### config.mk
export PLATFORM = sky130hd
export DESIGN_NAME = commit_bus_arbiter
export DESIGN_NICKNAME = d
export VERILOG_FILES = /design/src/rtl/commit_bus_arbiter_pkg.sv /design/src/rtl/commit_bus_arbiter_rr_priority_picker.sv /design/src/rtl/commit_bus_arbiter.sv
export SDC_FILE = /design/constraint.sdc
export NUM_CORES = 1
export LEC_CHECK = 0
export CAP_MARGIN = 15
export CORE_AREA = 2 2 219 221
export CTS_CLUSTER_DIAMETER = 80
export DETAILED_ROUTE_END_ITERATION = 16
export DIE_AREA = 0 0 221 223
export GPL_ROUTABILITY_DRIVEN = 0
export MAX_ROUTING_LAYER = met4
export PLACE_DENSITY = 0.39
export SYNTH_ARGS = -nofsm -noshare
export SYNTH_HDL_FRONTEND = slang
export SYNTH_SLANG_ARGS = --single-unit
### constraint.sdc
create_clock -name Clock -period 4.86 [get_ports Clock]
set_clock_uncertainty 0.15 [all_clocks]
set_input_delay 0.972 -clock Clock [delete_from_list [all_inputs] [get_ports Clock]]
set_output_delay 0.972 -clock Clock [all_outputs]
set_load 0.01 [all_outputs]
### src/rtl/commit_bus_arbiter_pkg.sv
// Shared commit-bus definitions: packet layout, field ranges and RS id encodings.
package commit_bus_arbiter_pkg;

    localparam int RSID_W = 4;
    localparam int DST_W  = 8;
    localparam int DATA_W = 32;

    localparam int COMMIT_PACKET_SIZE = RSID_W + 1 + DST_W + 3 * DATA_W;

    // Field ranges within a packet laid out as {RSID, WE, DST, X, Y, Z}, Z at bit 0
    localparam int COMMIT_Z_LSB    = 0;
    localparam int COMMIT_Z_MSB    = COMMIT_Z_LSB + DATA_W - 1;
    localparam int COMMIT_Y_LSB    = COMMIT_Z_MSB + 1;
    localparam int COMMIT_Y_MSB    = COMMIT_Y_LSB + DATA_W - 1;
    localparam int COMMIT_X_LSB    = COMMIT_Y_MSB + 1;
    localparam int COMMIT_X_MSB    = COMMIT_X_LSB + DATA_W - 1;
    localparam int COMMIT_DST_LSB  = COMMIT_X_MSB + 1;
    localparam int COMMIT_DST_MSB  = COMMIT_DST_LSB + DST_W - 1;
    localparam int COMMIT_WE       = COMMIT_DST_MSB + 1;
    localparam int COMMIT_RSID_LSB = COMMIT_WE + 1;
    localparam int COMMIT_RSID_MSB = COMMIT_RSID_LSB + RSID_W - 1;

    typedef enum logic [RSID_W-1:0] {
        RS_ADDER  = 4'd0,
        RS_MULT   = 4'd1,
        RS_ASSIGN = 4'd2,
        RS_DIV    = 4'd3
    } rs_id_e;

    typedef struct packed {
        logic [RSID_W-1:0] rsid;
        logic              we;
        logic [DST_W-1:0]  dst;
        logic [DATA_W-1:0] x;
        logic [DATA_W-1:0] y;
        logic [DATA_W-1:0] z;
    } commit_pkt_t;

    function automatic commit_pkt_t make_pkt(input logic [RSID_W-1:0] rsid, input logic we,
                                             input logic [DST_W-1:0] dst, input logic [DATA_W-1:0] x,
                                             input logic [DATA_W-1:0] y, input logic [DATA_W-1:0] z);
        commit_pkt_t p;
        p.rsid = rsid;
        p.we   = we;
        p.dst  = dst;
        p.x    = x;
        p.y    = y;
        p.z    = z;
        return p;
    endfunction

    function automatic int wrap_add(input int a, input int b, input int n);
        return (a + b) % n;
    endfunction

endpackage

### src/rtl/commit_bus_arbiter_rr_priority_picker.sv
// Combinational round-robin picker: first requester at or after ptr, wrapping.
module rr_priority_picker
    import commit_bus_arbiter_pkg::*;
#(
    parameter int NUM_RS = 4,
    parameter int PTR_W  = (NUM_RS > 1) ? $clog2(NUM_RS) : 1
) (
    input  logic [NUM_RS-1:0] req,
    input  logic [PTR_W-1:0]  ptr,
    output logic [NUM_RS-1:0] grant,
    output logic              found,
    output logic [PTR_W-1:0]  next_ptr
);

    logic [PTR_W-1:0] idx;

    always_comb begin
        grant    = '0;
        found    = 1'b0;
        next_ptr = ptr;
        idx      = '0;
        for (int i = 0; i < NUM_RS; i++) begin
            idx = PTR_W'(wrap_add(int'(ptr), i, NUM_RS));
            if (!found && req[idx]) begin
                found      = 1'b1;
                grant[idx] = 1'b1;
                next_ptr   = PTR_W'(wrap_add(int'(idx), 1, NUM_RS));
            end
        end
    end

endmodule

### src/rtl/commit_bus_arbiter.sv
// Round-robin commit bus arbiter with registered grant and broadcast packet.
// Optional saturating commit/conflict counters when COMMIT_ARB_STATS_EN is defined.
module commit_bus_arbiter
    import commit_bus_arbiter_pkg::*;
#(
    parameter int NUM_RS = 4,
    parameter int PKT_W  = COMMIT_PACKET_SIZE
) (
    input  logic                    Clock,
    input  logic                    Reset,
    input  logic [NUM_RS-1:0]       iCommitRequest,
    input  logic [NUM_RS*PKT_W-1:0] iCommitData,
    input  logic                    iStall,
    output logic [NUM_RS-1:0]       oCommitGranted,
    output logic [PKT_W-1:0]        oCommitBus,
    output logic                    oCommitValid
`ifdef COMMIT_ARB_STATS_EN
    ,
    output logic [31:0]             oCommitCount,
    output logic [31:0]             oConflictCount
`endif
);

    localparam int PTR_W = (NUM_RS > 1) ? $clog2(NUM_RS) : 1;

    logic [PTR_W-1:0]  ptr;
    logic [PTR_W-1:0]  next_ptr;
    logic [NUM_RS-1:0] eligible;
    logic [NUM_RS-1:0] winner;
    logic              found;
    logic [PKT_W-1:0]  win_pkt;
    logic              commit;

    // The registered grant doubles as the mask so a stale request is not re-granted
    assign eligible = iCommitRequest & ~oCommitGranted;
    assign commit   = found && !iStall;

    rr_priority_picker #(.NUM_RS(NUM_RS), .PTR_W(PTR_W)) u_picker (
        .req      (eligible),
        .ptr      (ptr),
        .grant    (winner),
        .found    (found),
        .next_ptr (next_ptr)
    );

    always_comb begin
        win_pkt = '0;
        for (int k = 0; k < NUM_RS; k++) begin
            if (winner[k]) win_pkt = win_pkt | iCommitData[k*PKT_W +: PKT_W];
        end
    end

    always_ff @(posedge Clock) begin
        if (!Reset) begin
            ptr            <= '0;
            oCommitGranted <= '0;
            oCommitValid   <= 1'b0;
            oCommitBus     <= '0;
        end else if (commit) begin
            ptr            <= next_ptr;
            oCommitGranted <= winner;
            oCommitValid   <= 1'b1;
            oCommitBus     <= win_pkt;
        end else begin
            oCommitGranted <= '0;
            oCommitValid   <= 1'b0;
        end
    end

`ifdef COMMIT_ARB_STATS_EN
    logic conflict;
    assign conflict = ($countones(eligible) > 1) && !iStall;

    always_ff @(posedge Clock) begin
        if (!Reset) begin
            oCommitCount   <= '0;
            oConflictCount <= '0;
        end else begin
            if (commit && oCommitCount != 32'hFFFF_FFFF) oCommitCount <= oCommitCount + 32'd1;
            if (conflict && oConflictCount != 32'hFFFF_FFFF) oConflictCount <= oConflictCount + 32'd1;
        end
    end
`endif

endmodule

==> run metrics <==
final setup fails=0; mean post-synth cell area=8.36 µm²; Area Overhead vs Synth=117%; net count after synthesis=1162; Post-synth EDFFs=0; Synth area leaders=dfxtp_1 39%, a222oi_1 19%, a31oi_1 12%; Gate Count Post-Synth=711; Port-buffer cells=556; P per Cell Area=470 nW/µm²; Slew @ Worst Pin=0.998 ns; clock-pin slew on the worst setup and hold paths=0.06 ns; root buf cell=clkbuf_16; count of cell types in the netlist=37; Worst Path Buf+Inv=2; Min-Delay Path Class=reg2reg; max-cap violation count=0; slowest CP cell=a2111oi_1; Synth top area share=39.1%; Filler cells=5063; GRT overflow=0; most frequent cells in the layout=555 x clkdlybuf4s50_1, 116 x nand2_1, 116 x dfxtp_1; insertion delay to the later sink of the worst-skew pair=0.47 ns; post-DP HPWL=27.3 mm; critical path startpoint category=register; GRT Total Usage=15.3%; CP arrival=4.07 ns; YS warnings=0; Post-Syn Area=5940 µm²; Peak Freq=0.262 GHz; RSZ-0062 raised after global routing=no; # IOs=557; Pins Over Slew Limit=0; routed wire length=37.5 mm; setup tns final=0 ns; post_cts resized=0; met3 routed wirelength=3.10 mm; Final Hold Fails=0; vias in the first global route=8455; Slew headroom=33.5%; share of layout cells above drive strength 1=4.48%; Clock Sinks=116; DRT antenna net count=0; die width=221 µm; crit path cell chain=inv_2 > ha_1 > or3_1 > a2111oi_1 > a22oi_1 > nand2_4 > buf_12 > a222oi_1 > a31oi_1; Final nets=1666; worst-case vdd ir drop=0.375 mV; 1st-iter DRT viols=793; Post-synth ARST share=0%; Worst Path Required=5.11 ns; Post-CTS Setup Bufs=0; global-route wire length before repair=54.3 mm; Main synth FF type=dfxtp_1; met1 WL=14.8 mm; sequential share of the synthesized area=39.1%; chip height=223 µm; commonest non-fill, non-tap cell in the layout=clkdlybuf4s50_1; kind of critical path=reg2reg; htree depth=4; Num CTS Buffers=17; CP top delay family=compound AO/OA/AOI/OAI gates; clock buffer depth=2; routed wl met2=18.5 mm; Top Layer Used=met4; largest net degree at the start of global routing=101; status=finished clean; Crit. End Element=register; max incr delay on CP=0.78 ns; Post-CTS Hold Buffers=0; DRC=0; Die ar.=49300 µm²; post-route clock period utilization=78.5%; LEAKAGE=4.42 nW; via count=8304; DR pass1 iterations=7; crit-path max FO=58; area leader, netlist=dfxtp_1; Wirelength per Cell=20.3 µm; Initial Util=12.6%; routed vias/inst=4.50; initial antenna violation count=3; total power=6.05 mW; synthesized flop and latch total=116; fin crit period=3.82 ns; Core Box Area=47100 µm²; Row Count=80; CTS tree=yes
## layout make-up
| cell class | instances | area [µm²] | share of cell area (%) |
|---|---|---|---|
| Antenna cell | 3 | 7.51 | 0.0583 |
| Clock inverter | 9 | 173 | 1.34 |
| Tap cell | 615 | 769 | 5.97 |
| Timing Repair Buffer | 569 | 5790 | 44.9 |
| Sequential cell | 116 | 2320 | 18.0 |
| Multi-Input combinational cell | 506 | 3310 | 25.7 |
| Clock buffer | 23 | 488 | 3.79 |
| Inverter | 5 | 18.8 | 0.146 |
## stage by stage
stage	instances	util (%)	setup WS, ns	cell area [µm²]	hold slack [ns]
after CTS	1843	27.3	1.06	12900	0.392
after global placement	1811	25.9	0.666	12200	0.373
after global routing	1846	27.3	0.744	12900	0.417
final	1846	27.3	1.04	12900	0.389
after floorplan	711	-	1.61	5940	0.384
after detailed placement	1811	25.9	0.742	12200	0.379
## cell usage after synthesis (2+ instances only)
cell type,n
a21oi_1,2
a222oi_1,110
a22oi_1,2
a31oi_1,110
and2_1,7
buf_1,3
buf_2,7
clkbuf_1,72
dfxtp_1,116
ha_1,8
inv_1,3
inv_2,2
mux2i_1,2
mux4_2,2
nand2_1,116
nand2b_1,4
nand3_1,2
nand4_1,5
nor2_1,4
nor2b_1,4
o211ai_1,2
o21ai_0,112
or3_1,2
## metal layers
metal / vias to the layer above / GRT usage, %
li1: 3921 / -
met1: 3887 / 16.7
met2: 443 / 25.3
met3: 53 / 5.27
met4: 0 / 6.34
met5: - / -
## path summary, 6_finish.rpt
| path | startpoint | to | slack, ns | cells after the start |
|---|---|---|---|---|
| setup / recovery | ptr[0]$_SDFFE_PN0P_ | oCommitBus[82]$_SDFFE_PN0P_ | 1.04 | 9 |
| setup reg to reg | ptr[0]$_SDFFE_PN0P_ | oCommitBus[82]$_SDFFE_PN0P_ | 1.04 | 9 |
| hold reg to reg | oCommitBus[107]$_SDFFE_PN0P_ | oCommitBus[107]$_SDFFE_PN0P_ | 0.39 | 2 |
| hold / removal | oCommitBus[107]$_SDFFE_PN0P_ | oCommitBus[107]$_SDFFE_PN0P_ | 0.39 | 2 |
## tightest hold or removal path: stages, from the launching register on
cell	delay, ns
dfxtp_1	0.30
o21ai_0	0.15
a31oi_1	0.04
## registers in the layout, indices dropped and copies added, names as in the netlist
register and flops:
oCommitValid 1, oCommitGranted 4, oCommitBus 109, ptr 2
## logic make-up after synthesis
kind of cell	Yosys count	synth area share [%]
and+or+nand+nor	146	10.3
muxes	4	1.09
AOI/OAI and AO/OA	348	41.9
buffers and inverters	89	5.96
DFF	116	39.1
adders and majority gates	8	1.68
## power breakdown
| part | internal, mW | total, mW | switching [mW] |
|---|---|---|---|
| Sequential | 1.17 | 1.29 | 0.124 |
| Clock | 0.959 | 1.49 | 0.531 |
| Combinational | 1.51 | 3.27 | 1.76 |
| Total | 3.64 | 6.05 | 2.42 |
(Power assumes the default switching activity.)
